## src/rtl/truth_table_capture_pkg.sv

```systemverilog
// Shared types and helpers for the truth-table capture block.
package truth_table_capture_pkg;

    typedef enum logic [1:0] {
        ST_IDLE  = 2'd0,
        ST_DRIVE = 2'd1,
        ST_DONE  = 2'd2
    } state_t;

    // Reference table for s = a | (b & ~c), bit i = output at input index i.
    localparam logic [7:0] EXPECTED_A_OR_B_ANDN_C = 8'hF4;

    // Bits needed to hold 0..max_val, never less than one.
    function automatic int width_for(input int max_val);
        int w;
        w = 1;
        while ((1 << w) <= max_val) begin
            w = w + 1;
        end
        return w;
    endfunction

endpackage

```

## src/rtl/truth_table_capture_settle_timer.sv

```systemverilog
// Reloadable down-counter: ticks once every RELOAD+1 enabled cycles after a load.
module settle_timer
    import truth_table_capture_pkg::*;
#(
    parameter int RELOAD = 1
) (
    input  logic clk,
    input  logic reset,
    input  logic load,
    input  logic en,
    output logic tick
);

    localparam int CW = width_for(RELOAD);
    localparam logic [CW-1:0] RELOAD_V = CW'(RELOAD);
    localparam logic [CW-1:0] CNT_ONE  = CW'(1);

    logic [CW-1:0] cnt_q;
    logic [CW-1:0] cnt_d;

    always_comb begin
        cnt_d = cnt_q;
        tick  = 1'b0;
        if (load) begin
            cnt_d = RELOAD_V;
        end else if (en) begin
            if (cnt_q == '0) begin
                tick  = 1'b1;
                cnt_d = RELOAD_V;
            end else begin
                cnt_d = cnt_q - CNT_ONE;
            end
        end
    end

    always_ff @(posedge clk) begin
        if (reset) begin
            cnt_q <= '0;
        end else begin
            cnt_q <= cnt_d;
        end
    end

endmodule

```

## src/rtl/truth_table_capture.sv

```systemverilog
// Sweeps all input vectors of a small combinational function, captures its
// truth table and compares it against an expected minterm mask.
module truth_table_capture
    import truth_table_capture_pkg::*;
#(
    parameter int                   N_IN     = 3,
    parameter int                   SETTLE   = 1,
    parameter logic [2**N_IN-1:0]   EXPECTED = EXPECTED_A_OR_B_ANDN_C
) (
    input  logic                 clk,
    input  logic                 reset,
    input  logic                 start,
    output logic [N_IN-1:0]      dut_in,
    input  logic                 dut_out,
    output logic                 busy,
    output logic                 done,
    output logic [2**N_IN-1:0]   truth_tbl,
    output logic                 pass,
    output logic [N_IN:0]        mismatch_cnt,
    output logic [N_IN-1:0]      first_mismatch
);

    localparam int TW = 2**N_IN;
    localparam logic [N_IN-1:0] IDX_LAST = '1;
    localparam logic [N_IN-1:0] IDX_ONE  = N_IN'(1);
    localparam logic [N_IN:0]   MM_ONE   = (N_IN+1)'(1);

    state_t            state_q, state_d;
    logic [N_IN-1:0]   idx_q, idx_d;
    logic [TW-1:0]     tbl_q, tbl_d;
    logic [N_IN:0]     mm_cnt_q, mm_cnt_d;
    logic [N_IN-1:0]   first_q, first_d;
    logic              pass_q, pass_d;
    logic              tmr_load;
    logic              tmr_en;
    logic              tick;

    settle_timer #(.RELOAD(SETTLE)) u_settle (
        .clk   (clk),
        .reset (reset),
        .load  (tmr_load),
        .en    (tmr_en),
        .tick  (tick)
    );

    always_comb begin
        state_d  = state_q;
        idx_d    = idx_q;
        tbl_d    = tbl_q;
        mm_cnt_d = mm_cnt_q;
        first_d  = first_q;
        pass_d   = pass_q;
        tmr_load = 1'b0;
        tmr_en   = 1'b0;

        unique case (state_q)
            ST_IDLE: begin
                if (start) begin
                    state_d  = ST_DRIVE;
                    idx_d    = '0;
                    tbl_d    = '0;
                    mm_cnt_d = '0;
                    first_d  = '0;
                    pass_d   = 1'b0;
                    tmr_load = 1'b1;
                end
            end
            ST_DRIVE: begin
                tmr_en = 1'b1;
                if (tick) begin
                    tbl_d[idx_q] = dut_out;
                    if (dut_out != EXPECTED[idx_q]) begin
                        mm_cnt_d = mm_cnt_q + MM_ONE;
                        // A zero running count means this is the first miss.
                        if (mm_cnt_q == '0) begin
                            first_d = idx_q;
                        end
                    end
                    if (idx_q == IDX_LAST) begin
                        state_d = ST_DONE;
                        pass_d  = (mm_cnt_d == '0);
                    end else begin
                        idx_d = idx_q + IDX_ONE;
                    end
                end
            end
            ST_DONE: begin
                state_d = ST_IDLE;
            end
            default: begin
                state_d = ST_IDLE;
            end
        endcase
    end

    always_ff @(posedge clk) begin
        if (reset) begin
            state_q  <= ST_IDLE;
            idx_q    <= '0;
            tbl_q    <= '0;
            mm_cnt_q <= '0;
            first_q  <= '0;
            pass_q   <= 1'b0;
        end else begin
            state_q  <= state_d;
            idx_q    <= idx_d;
            tbl_q    <= tbl_d;
            mm_cnt_q <= mm_cnt_d;
            first_q  <= first_d;
            pass_q   <= pass_d;
        end
    end

    assign dut_in         = (state_q == ST_DRIVE) ? idx_q : '0;
    assign busy           = (state_q == ST_DRIVE);
    assign done           = (state_q == ST_DONE);
    assign truth_tbl      = tbl_q;
    assign pass           = pass_q;
    assign mismatch_cnt   = mm_cnt_q;
    assign first_mismatch = first_q;

endmodule

```

## config.mk

```make
export PLATFORM = sky130hd
export DESIGN_NAME = truth_table_capture
export DESIGN_NICKNAME = d
export VERILOG_FILES = /design/src/rtl/truth_table_capture_pkg.sv /design/src/rtl/truth_table_capture_settle_timer.sv /design/src/rtl/truth_table_capture.sv
export SDC_FILE = /design/constraint.sdc
export NUM_CORES = 1
export LEC_CHECK = 0
export ABC_AREA = 1
export BUFFER_PORTS_ARGS = -buffer_cell sky130_fd_sc_hd__buf_2
export CAP_MARGIN = 20
export CORE_MARGIN = 2
export CORE_UTILIZATION = 30
export CTS_BUF_LIST = sky130_fd_sc_hd__clkbuf_4
export DETAILED_ROUTE_END_ITERATION = 8
export PLACE_DENSITY = 0.59
export SLEW_MARGIN = 5
export SYNTH_ARGS = -nofsm -noshare
export SYNTH_HDL_FRONTEND = slang
export SYNTH_SLANG_ARGS = --single-unit
export TNS_END_PERCENT = 10
```

## constraint.sdc

```tcl
create_clock -name clk -period 3.4 [get_ports clk]
set_input_delay 0.51 -clock clk [delete_from_list [all_inputs] [get_ports clk]]
set_output_delay 0.51 -clock clk [all_outputs]
set_load 0.05 [all_outputs]
```

==> out/qor.yml <==
flow_run:
  drv_cap: 0
setup_path:
  worstPathRequired_ns: 2.89
  cp.buffers_inverters: 3
  worstSetupEndpointType: "output pin"
  crit_start: "state_q[0]"
  r2r-start: "state_q[0]"
  crit_chain: "inv_2 -> nor2_4 -> inv_2 -> nor2_1 -> buf_2"
  critPathKind: "reg2out"
  slowest_delay_ns: 0.48
  worst_path_max_delay_cell: "dfxtp_1"
  critical_path.top_delay_family: "buffers and inverters"
  path_common_cell: "inv_2"
  start_kind: "flop"
  critPathMaxFanout: 7
  cp.arrival_ns: 1.61
clocking:
  holdBufCountCts: 0
  cts_max_path_buffers: 2
  cts_tree: "built"
  clk_pin_slew_ns: 0.13
  root_buffer: "clkbuf_4"
  clock-sinks: 23
  htree_levels: 1
  numCtsBuffers: 3
  clk_latency_ns: 0.31
  post_cts_buffers: 0
  cts_resized: 0
cells_and_area:
  multi_input_area_um2: 625.6
  final_cell_mix: "55 x nand2_1, 24 x buf_2, 23 x dfxtp_1"
  final_common_cell: "nand2_1"
  num-nets-final: 216
  n_antenna_cell: 0
  syn_to_final_growth_pct: 14.96
  drive_gt1_share_pct: 19.32
  regArea_um2: 460.4
  fillCellCount: 453
  design_area_um2: 1394
detailed_routing:
  routed_wl_um: 2683
  dr.pass1.iters: 4
  wire_per_inst_um: 10.44
  ant_nets: 0
  drc_errors: 0
  vias: 1163
  drt-initial-drc-count: 63
  avgViaCountPerCell: 4.525
timing:
  rsz0062_at_grt: "false"
  finalCritPeriodShare_pct: 62.45
  setup-tns-final_ns: 0
  hold_viol: 0
  clock_skew_ns: 0.004007
  finalMaxSlewViolations: 0
  maxSlewHeadroom_pct: 74.96
  fmax_ghz: 0.4710
  worst-slew-pin-transition_ns: 0.3748
  setup_viol: 0
  final.min_clock_period_ns: 2.123
floorplanning:
  core_area_um2: 3943
  rows: 23
  top_level_ports: 25
  die_w_um: 67.57
  dieArea_um2: 4566
  start_util_pct: 30.75
  die_y_um: 67.57
global_routing:
  grt_pass1_vias: 1033
  grt.total_usage_pct: 12.75
  overflow: 0
  grt_antenna_before_repair: 0
  grt_max_degree: 19
  grt_pass1_wl_um: 4471
yosys:
  ys_warn_count: 0
  ys_ff_latch: 23
  netlist_area_um2: 1212
  syn-instance-count: 183
  synth_area_per_cell_um2: 6.625
  ys_seq_area_share_pct: 37.98
  ys_types: 19
  synthesis.nets: 191
power_and_ir_drop:
  leakage_nw: 0.6690
  pwr_density_cell_nw_per_um2: 389.2
  peakVddDrop_uv: 142.8
placement:
  gp_congestion: 0.8225
  postPlaceCellArea_um2: 1364
  dp_hpwl_um: 2018
  portBuffers: 24
outcome:
  status: "finished clean"
worst_hold_path:
  worstHoldStart: "truth_tbl[4]"
  hold_class: "reg2reg"
-- area by class of cell --
class	instances	share of cell area [%]
Inverter	25	6.822
Timing Repair Buffer	24	8.618
Sequential cell	23	33.03
Clock buffer	4	2.154
Multi-Input combinational cell	131	44.88
Tap cell	50	4.488
-- sequential cells by signal, indices dropped and copies added, names as in the netlist, named ones only --
| name | cells |
|---|---|
| pass | 1 |
| first_mismatch | 3 |
| u_settle.cnt_q | 1 |
| truth_tbl | 8 |
| mismatch_cnt | 4 |
| idx_q | 3 |
| state_q | 2 |
-- per-stage QoR --
step / worst slack, ns / utilization (%) / instances / hold slack, ns / power [mW]
after floorplan: 1.263 / - / 183 / 0.4715 / 0.3901
after global placement: 1.639 / 34.59 / 253 / 0.4531 / 0.4100
after detailed placement: 1.633 / 34.59 / 253 / 0.4547 / 0.4101
after CTS: 1.264 / 35.35 / 257 / 0.4740 / 0.5473
after global routing: 1.144 / 35.35 / 257 / 0.4946 / 0.5771
final: 1.277 / 35.35 / 257 / 0.4717 / 0.5424
-- synth_stat cells, drive strengths merged --
master	instances	area, um2
nor2	20	90.08
clkinv	1	5.000
o21ai	12	60.06
ha	4	50.05
dfxtp	23	460.4
nand3	12	70.07
nand2	57	219.0
nor3	9	45.04
a21oi	16	83.83
o21a	1	7.510
inv	24	90.08
buf	4	31.27
-- worst paths after layout --
check / depth (start not counted) / slack, ns / end
worst max-delay path: 5 / 1.28 / dut_in[1]
worst min register to register: 2 / 0.47 / truth_tbl[4]
worst min-delay path: 2 / 0.47 / truth_tbl[4]
worst max register to register: 8 / 1.80 / truth_tbl[1]
-- worst min-delay path, cell delays in order (launching register included) --
cell and delay [ns]:
dfxtp_1 0.33, nand2_1 0.06, a21oi_1 0.05
-- kinds of logic after synthesis --
group | synth area share [%]
adders and majority gates | 4.128
and+or+nand+nor | 34.98
AOI/OAI and AO/OA | 12.49
DFF | 37.98
buffers and inverters | 10.42
-- power by group --
group,leakage (nW),internal [mW],switching [mW]
registers,0.187,0.280,0.0107
clock network,0.0184,0.0539,0.0853
logic,0.464,0.0284,0.0845
-- layer usage --
| metal | track usage (%) | vias up | share of wire, % |
|---|---|---|---|
| li1 | - | 626 | - |
| met1 | 17.66 | 509 | 52 |
| met2 | 20.22 | 26 | 43 |
| met3 | 2.000 | 2 | 3.6 |
| met4 | 3.827 | 0 | 0.67 |
| met5 | 0 | - | 0 |
No activity file was read; power rests on OpenSTA's default activity.
